[config.mk]
export PLATFORM = sky130hd
export DESIGN_NAME = vq_compress_flat
export DESIGN_NICKNAME = d
export VERILOG_FILES = /design/src/rtl/vq_compress_if.sv /design/src/rtl/vq_compress.sv /design/src/flat_wrapper.sv
export SDC_FILE = /design/constraint.sdc
export NUM_CORES = 2
export LEC_CHECK = 0
export BUFFER_PORTS_ARGS = -buffer_cell sky130_fd_sc_hd__buf_2
export CORE_AREA = 2 2 336 338
export CTS_CLUSTER_SIZE = 12
export DETAILED_ROUTE_END_ITERATION = 10
export DIE_AREA = 0 0 338 340
export PLACE_DENSITY = 0.76
export SLEW_MARGIN = 5
export SYNTH_ARGS = -nofsm -noshare
export SYNTH_HDL_FRONTEND = slang
export SYNTH_SLANG_ARGS = --single-unit
[constraint.sdc]
create_clock -name clk -period 12 [get_ports clk]
set_input_delay 0.6 -clock clk [delete_from_list [all_inputs] [get_ports clk]]
set_output_delay 0.6 -clock clk [all_outputs]
set_load 0.01 [all_outputs]
[src/rtl/vq_compress_if.sv]
// RAM-side bus of the VQ compressor: pixel read (RAM1), codebook read (RAM2), index write (RAM3).
interface vq_compress_if;
  logic [23:0] RAM1_Q;
  logic [19:0] RAM1_A;
  logic        RAM1_OE;
  logic [23:0] RAM2_Q;
  logic [19:0] RAM2_A;
  logic        RAM2_OE;
  logic [23:0] RAM3_D;
  logic [19:0] RAM3_A;
  logic        RAM3_WE;

  modport master (
    input  RAM1_Q, RAM2_Q,
    output RAM1_A, RAM1_OE, RAM2_A, RAM2_OE, RAM3_D, RAM3_A, RAM3_WE
  );

  modport slave (
    output RAM1_Q, RAM2_Q,
    input  RAM1_A, RAM1_OE, RAM2_A, RAM2_OE, RAM3_D, RAM3_A, RAM3_WE
  );
endinterface

[src/rtl/vq_compress.sv]
// VQ encoder: loads the codebook, then writes the min-Manhattan-distance index per pixel.
// Optional VQ_EARLY_EXIT_EN: leave SEARCH on the first exact (d==0) match.
module vq_compress #(
  parameter int NUM_PIXELS = 65536,
  parameter int CB_SIZE    = 64
) (
  input  logic             clk,
  input  logic             rst,
  vq_compress_if.master    bus,
  output logic             done
);
  localparam int              KW      = (CB_SIZE > 1) ? $clog2(CB_SIZE) : 1;
  localparam logic [KW-1:0]   K_LAST  = KW'(CB_SIZE - 1);
  localparam logic [KW:0]     LD_LAST = (KW+1)'(CB_SIZE);
  localparam logic [KW:0]     LD_PEN  = (KW+1)'(CB_SIZE - 1);
  localparam logic [19:0]     P_LAST  = 20'(NUM_PIXELS - 1);

  typedef enum logic [2:0] {IDLE, LOAD, FETCH, LATCH, SEARCH, WRITE, FIN} state_t;

  state_t          state;
  logic [23:0]     cb [CB_SIZE];
  logic [23:0]     pix;
  logic [23:0]     cw;
  logic [KW:0]     ld_cnt;
  logic [KW-1:0]   k;
  logic [19:0]     p;
  logic [9:0]      best_dist;
  logic [5:0]      best_idx;
  logic [2:0][7:0] ad;
  logic [9:0]      d;
  logic            exit_now;
  logic            take;
  logic [5:0]      sel_idx;

  assign cw = cb[k];

  for (genvar c = 0; c < 3; c++) begin : g_ad
    logic [7:0] a, b;
    assign a     = pix[8*c +: 8];
    assign b     = cw[8*c +: 8];
    assign ad[c] = (a >= b) ? (a - b) : (b - a);
  end

  // 10-bit sum: 3 x 255 = 765 fits without wrap
  assign d = {2'b0, ad[0]} + {2'b0, ad[1]} + {2'b0, ad[2]};

`ifdef VQ_EARLY_EXIT_EN
  assign exit_now = (d == '0);
`else
  assign exit_now = 1'b0;
`endif

  // strict less-than keeps the lowest index on ties
  assign take    = (d < best_dist) || exit_now;
  assign sel_idx = take ? 6'(k) : best_idx;

  // RAM2_Q in LOAD cycle n belongs to the address issued in cycle n-1
  always_ff @(posedge clk) begin
    if (!rst && state == LOAD && ld_cnt != '0)
      cb[KW'(ld_cnt - 1'b1)] <= bus.RAM2_Q;
  end

  always_ff @(posedge clk) begin
    if (rst) begin
      state       <= IDLE;
      bus.RAM1_A  <= '0;
      bus.RAM1_OE <= 1'b0;
      bus.RAM2_A  <= '0;
      bus.RAM2_OE <= 1'b0;
      bus.RAM3_A  <= '0;
      bus.RAM3_D  <= '0;
      bus.RAM3_WE <= 1'b0;
      done        <= 1'b0;
      ld_cnt      <= '0;
      k           <= '0;
      p           <= '0;
      pix         <= '0;
      best_dist   <= '1;
      best_idx    <= '0;
    end else begin
      case (state)
        IDLE: begin
          state       <= LOAD;
          bus.RAM2_OE <= 1'b1;
          bus.RAM2_A  <= '0;
          ld_cnt      <= '0;
        end
        LOAD: begin
          ld_cnt <= ld_cnt + 1'b1;
          if (ld_cnt == LD_LAST) begin
            state       <= FETCH;
            p           <= '0;
            bus.RAM1_A  <= '0;
            bus.RAM1_OE <= 1'b1;
          end else if (ld_cnt == LD_PEN) begin
            bus.RAM2_OE <= 1'b0;
          end else begin
            bus.RAM2_A  <= 20'(ld_cnt) + 20'd1;
          end
        end
        FETCH: begin
          bus.RAM1_OE <= 1'b0;
          state       <= LATCH;
        end
        LATCH: begin
          pix       <= bus.RAM1_Q;
          best_dist <= '1;
          best_idx  <= '0;
          k         <= '0;
          state     <= SEARCH;
        end
        SEARCH: begin
          if (take) begin
            best_dist <= d;
            best_idx  <= 6'(k);
          end
          k <= k + 1'b1;
          if (k == K_LAST || exit_now) begin
            state       <= WRITE;
            bus.RAM3_WE <= 1'b1;
            bus.RAM3_A  <= p;
            bus.RAM3_D  <= {18'b0, sel_idx};
          end
        end
        WRITE: begin
          bus.RAM3_WE <= 1'b0;
          if (p == P_LAST) begin
            state <= FIN;
            done  <= 1'b1;
          end else begin
            p           <= p + 1'b1;
            bus.RAM1_A  <= p + 1'b1;
            bus.RAM1_OE <= 1'b1;
            state       <= FETCH;
          end
        end
        FIN: ;
        default: state <= IDLE;
      endcase
    end
  end
endmodule

[src/flat_wrapper.sv]
// flat-port wrapper written by rule: the top's interface ports become plain ports
module vq_compress_flat 
#(
  parameter int NUM_PIXELS = 65536,
  parameter int CB_SIZE    = 64
)
  (clk, rst, done, bus_RAM1_Q, bus_RAM2_Q, bus_RAM1_A, bus_RAM1_OE, bus_RAM2_A, bus_RAM2_OE, bus_RAM3_D, bus_RAM3_A, bus_RAM3_WE);
  vq_compress_if bus_i ();
  input  logic clk;
  input  logic rst;
  output logic done;
  input wire logic [$bits(bus_i.RAM1_Q)-1:0] bus_RAM1_Q;
  input wire logic [$bits(bus_i.RAM2_Q)-1:0] bus_RAM2_Q;
  output wire logic [$bits(bus_i.RAM1_A)-1:0] bus_RAM1_A;
  output wire logic [$bits(bus_i.RAM1_OE)-1:0] bus_RAM1_OE;
  output wire logic [$bits(bus_i.RAM2_A)-1:0] bus_RAM2_A;
  output wire logic [$bits(bus_i.RAM2_OE)-1:0] bus_RAM2_OE;
  output wire logic [$bits(bus_i.RAM3_D)-1:0] bus_RAM3_D;
  output wire logic [$bits(bus_i.RAM3_A)-1:0] bus_RAM3_A;
  output wire logic [$bits(bus_i.RAM3_WE)-1:0] bus_RAM3_WE;
  assign bus_i.RAM1_Q = bus_RAM1_Q;
  assign bus_i.RAM2_Q = bus_RAM2_Q;
  assign bus_RAM1_A = bus_i.RAM1_A;
  assign bus_RAM1_OE = bus_i.RAM1_OE;
  assign bus_RAM2_A = bus_i.RAM2_A;
  assign bus_RAM2_OE = bus_i.RAM2_OE;
  assign bus_RAM3_D = bus_i.RAM3_D;
  assign bus_RAM3_A = bus_i.RAM3_A;
  assign bus_RAM3_WE = bus_i.RAM3_WE;
  vq_compress #(.NUM_PIXELS(NUM_PIXELS), .CB_SIZE(CB_SIZE)) u_core (.clk(clk), .rst(rst), .bus(bus_i), .done(done));
endmodule
Yosys cells after proc, flatten, opt, wreduce, memory -nomap -nowiden

Memory sizes are Yosys's and may differ from the RTL's. A register that Yosys moved wholly into a read port is not among the register bits.
Cells that the tools add are included.

Register bits: 126
Bits in writable memories: 1536
Input bits: 50
Output and inout port bits: 88
Logic and storage cells: 100
Memories kept: 1

Memories:

| memory    | words | bits a word | read ports | clocked after memory_dff | wr ports | RTL line          | source |
|---|---|---|---|---|---|---|---|
| u_core.cb | 64    | 24          | 1          | 1                        | 1        | vq_compress.sv:21 | `logic [23:0] cb [CB_SIZE];` |

Add/subtract/negate cells: 13
Magnitude comparators: 4
Equality and inequality tests: 17
Mux-type cells: 31
Bitwise logic cells: 1
Reduce and logical (&&, ||, !) cells: 19

Operators with widths:

| kind                  | count |
|---|---|
| $mux 20               | 4 |
| $pmux 20 s2           | 2 |
| $sub 8x8->8           | 6 |
| $ge 8x8->1            | 3 |
| $mux 8                | 3 |
| $pmux 6 s2            | 2 |
| $pmux 3 s7            | 1 |
| $add 20x1->20 const B | 1 |
| $eq 20x16->1 const B  | 1 |
| $pmux 10 s2           | 1 |
| $mux 6                | 3 |
| $reduce_and 3->1      | 5 |
| $pmux 7 s2            | 1 |
| $add 10x8->10         | 1 |
| $lt 10x10->1          | 1 |
| $mux 10               | 1 |
| $ne 2x2->1 const B    | 5 |
| $add 8x8->9           | 1 |
| $eq 3x3->1 const B    | 3 |
| $mux 3                | 3 |
| $add 7x1->8 const B   | 1 |
| $reduce_and 2->1      | 4 |
| $reduce_bool 2->1     | 4 |
| $add 7x1->7 const B   | 1 |
| other kinds (17)      | 27 |

Depth between registers and ports, before layout

Word-level depth: 7
Depth in mapped cells: 37
Depth with buffers taken out: 33

Worst setup path before layout

OpenSTA, ideal clock, no wires.

Path kind: register -> register
Start: register (tool-made name)
End: register u_core.bus.RAM3_D[0]
Setup time: 133 ps
Arrival time: 7117 ps
Data required time: 11867 ps
Slack: 4750 ps
Cell stages (with the launch flop): 34
Buffers on the path: 6
Period minus slack after synthesis: 7250 ps
Path through: dfxtp_1 buf_2 buf_1 buf_1 mux4_2 a22oi_1 nand2_1 a221o_1 ha_1 clkbuf_1 a21o_1 a21oi_1 a31oi_1 a211o_1 clkbuf_1 mux2_1 ha_1 a21o_1 a21oi_1 o21ai_0 o41ai_1 xnor2_1 ha_1 nor2b_1 nor2_1 nor2_1 xnor2_1 ha_1 or4_1 a21oi_1 or2_2 clkbuf_1 mux2i_1 a211oi_1

RTL lines:

| element                | RTL line             | source |
|---|---|---|
| end signal: assignment | vq_compress.sv:122   | `bus.RAM3_D <= {18'b0, sel_idx};` |
| end: declaration       | vq_compress_if.sv:15 | `output RAM1_A, RAM1_OE, RAM2_A, RAM2_OE, RAM3_D, RAM3_A, RAM3_WE` |

==> flow_metrics.py <==
metrics = {
    "yosys": {
        "seq_area_frac_synth_pct": 73.02,
        "yosysTopAreaCell": "edfxtp_1",
        "ys.flop_type": "edfxtp_1",
        "netlist.area_leader.share_pct": 69.40,
        "synth_cell_types": 72,
        "syn_inst": 3527,
        "syn-cell-area_um2": 66460,
        "async_flop_share_pct": 0,
        "synth-seq-cells": 1656,
        "yosysWarnings": 0,
        "synth-edff-count": 1536,
        "ys_top_cells_by_area": "edfxtp_1 69%, mux4_2 13%, dfxtp_1 3.6%, ha_1 1.4%, nor2_1 1.0%",
        "syn_avg_cell_area_um2": 18.84,
    },
    "critical_path": {
        "critPathArrivalTime_ns": 9.66,
        "crit_fanout": 92,
        "cp_slowest_cell": "nor4bb_1",
        "cp-start-kind": "register",
        "endpoint_kind": "register",
        "slowest_delay_ns": 0.93,
        "worstPathRequired_ns": 12.64,
        "cpMostUsedCell": "ha_1",
        "path_class": "reg -> reg",
    },
    "route": {
        "drt_first_pass_iters": 6,
        "drt_iter0_drc": 4810,
        "drt-wirelength-per-cell_um": 31.13,
        "postRouteAntennaNets": 0,
        "via_per_inst": 6.672,
        "wl_mm": 165.7,
        "num_vias": 35510,
        "drc": 0,
    },
    "flow_run": {
        "drv_cap": 0,
    },
    "sta": {
        "period_share_pct": 75.15,
        "fin_hold_ws_ns": 0.05554,
        "min_period_ns": 9.018,
        "setup_viol": 0,
        "skew_ns": 0.04677,
        "slew-limit-headroom_pct": 14.34,
        "tns_ns": 0,
        "finalMaxSlewViolations": 0,
        "worst_slew_pin_slew_ns": 1.285,
        "timing.fmax_ghz": 0.1109,
        "finalHoldViolCount": 0,
        "rsz0062_at_grt": "no",
    },
    "placement": {
        "io_buffers": 107,
        "dp_hpwl_mm": 94.09,
        "place.gp.congestion": 0.9430,
        "place_area_um2": 69030,
        "post-place-cells": 5067,
    },
    "finish": {
        "n_antenna_cell": 0,
        "nFillCells": 7109,
        "final_common_cell": "edfxtp_1",
        "layout_common_cells": "1536 x edfxtp_1, 389 x mux4_2, 166 x clkbuf_16",
        "multi_input_area_um2": 16780,
        "layout.area.seq_um2": 48540,
        "fin_cells": 5323,
        "finalInstanceArea_um2": 73900,
        "drive_gt1_share_pct": 23.86,
        "finalNetCount": 3867,
        "areaGrowthSynthToFinish_pct": 11.19,
    },
    "floorplan": {
        "ios": 138,
        "coreArea_um2": 111600,
        "die_h_um": 340,
        "initial_utilization_pct": 59.56,
        "rows": 123,
        "dieArea_um2": 114900,
        "die_x_um": 338,
    },
    "clock_network": {
        "clockBufferDepth": 3,
        "cts_hold_buf": 0,
        "cts.clk_slew.worst_paths_ns": 0.06,
        "h-tree-depth": 4,
        "clk_latency_ns": 0.79,
        "cts_resized": 0,
        "cts-root-buf": "clkbuf_16",
        "cts-buffers-inserted": 165,
        "cts_tree": "done",
        "clock-sinks": 1656,
        "cts_setup_buffers": 0,
    },
    "worst_hold_path": {
        "min_path_type": "in -> reg",
    },
    "global_route": {
        "grt_pass1_vias": 34810,
        "antenna_found_initial": 6,
        "grtUsageTotal_pct": 29.19,
        "grt_max_degree": 104,
        "grt_pass1_wl_mm": 239.7,
        "grt_overflow": 0,
    },
    "outcome": {
        "status": "finished, final reports clean",
    },
    "power": {
        "ir_drop_mv": 0.1421,
        "power-per-cell-area_nw_per_um2": 151.6,
        "p_leak_nw": 23.29,
    },
}
[area by class of cell]
cell class | instances | area share (%)
timing repair buffer | 236 | 2.157
sequential | 1656 | 65.69
inverter | 65 | 0.3302
tap | 1500 | 2.540
clock inverter | 40 | 0.6671
multi-input combinational | 1611 | 22.71
clock buffer | 215 | 5.913
[flip-flops by register name (all words and copies together) (netlist names), named ones only]
signal and flops:
u_core.pix 24, u_core.bus.RAM3_WE 1, u_core.done 1, u_core.bus.RAM3_A 20, u_core.ld_cnt 7, u_core.bus.RAM2_OE 1, u_core.cb 1536, u_core.best_dist 10
u_core.state 3, u_core.bus.RAM3_D 6, u_core.bus.RAM2_A 8, u_core.bus.RAM1_OE 1, u_core.p 20, u_core.k 6, u_core.best_idx 6
[through the flow]
stage / worst slack [ns] / utilization (%) / power [mW]
after CTS: 3.060 / 66.22 / 11.25
after global routing: 2.399 / 66.23 / 11.48
after floorplan: 4.750 / - / 6.465
final: 2.982 / 66.23 / 11.20
after detailed placement: 3.127 / 61.86 / 6.576
after global placement: 3.170 / 61.86 / 6.570
[synth_stat cells, types with 10 or more instances]
master,number
nand3_1,33
nor2b_1,23
a21o_1,16
buf_4,49
a21oi_1,110
nand2b_1,18
xor2_1,19
o22ai_1,45
a221oi_1,27
o221ai_1,14
o211ai_1,11
xnor2_1,34
mux4_2,389
nor3_1,61
and2_1,10
buf_2,31
a221o_1,17
a211oi_1,22
a211o_1,15
buf_6,19
ha_1,74
and3_1,12
nor2_1,185
mux2i_1,49
inv_1,63
o21ai_0,30
edfxtp_1,1536
dfxtp_1,120
nand4_1,13
nand2_1,163
clkbuf_1,116
a22oi_1,63
o21ai_1,20
[routing by layer]
metal	GRT usage [%]	vias to the layer above	wire, µm
met5	0	-	18
met4	10.51	4	5754
met3	5.948	281	17160
met2	44.99	2157	78890
met1	42.14	18410	63910
li1	-	14670	-
[worst max-delay path, delay by kind of cell, from the launching register on]
family	cells	cell delay, ns
buffers and inverters	3	0.84
XOR/XNOR	3	0.46
AND/OR/NAND/NOR	6	1.55
flip-flops	1	0.81
multiplexers	2	0.58
AO/OA/AOI/OAI	13	2.92
adder cells (fa/ha/maj)	5	1.57
[kinds of logic after synthesis]
family / synth area share (%)
AOI/OAI and AO/OA: 4.592
xor gates and xnor gates: 0.6985
adders and majority gates: 1.634
buffers and inverters: 2.182
DFF: 73.02
muxes: 14.02
other: 0.005643
and+or+nand+nor: 3.848
[worst paths after layout]
kind / start / to / slack, ns / cells past startpoint
max: register / u_core.best_dist[6] / 2.98 / 32
min: bus_RAM1_Q[16] / u_core.pix[16] / 0.06 / 3
max reg2reg: register / u_core.best_dist[6] / 2.98 / 32
min reg2reg: u_core.bus.RAM3_A[3] / u_core.bus.RAM3_A[3] / 0.45 / 2
[power by group]
part	internal, mW	total [mW]	leakage, nW	switching [mW]
Sequential	6.31	6.31	14.8	0.00324
Clock	2.61	4.74	2.34	2.13
Combinational	0.0174	0.145	6.18	0.127
(Power assumes the default switching activity.)
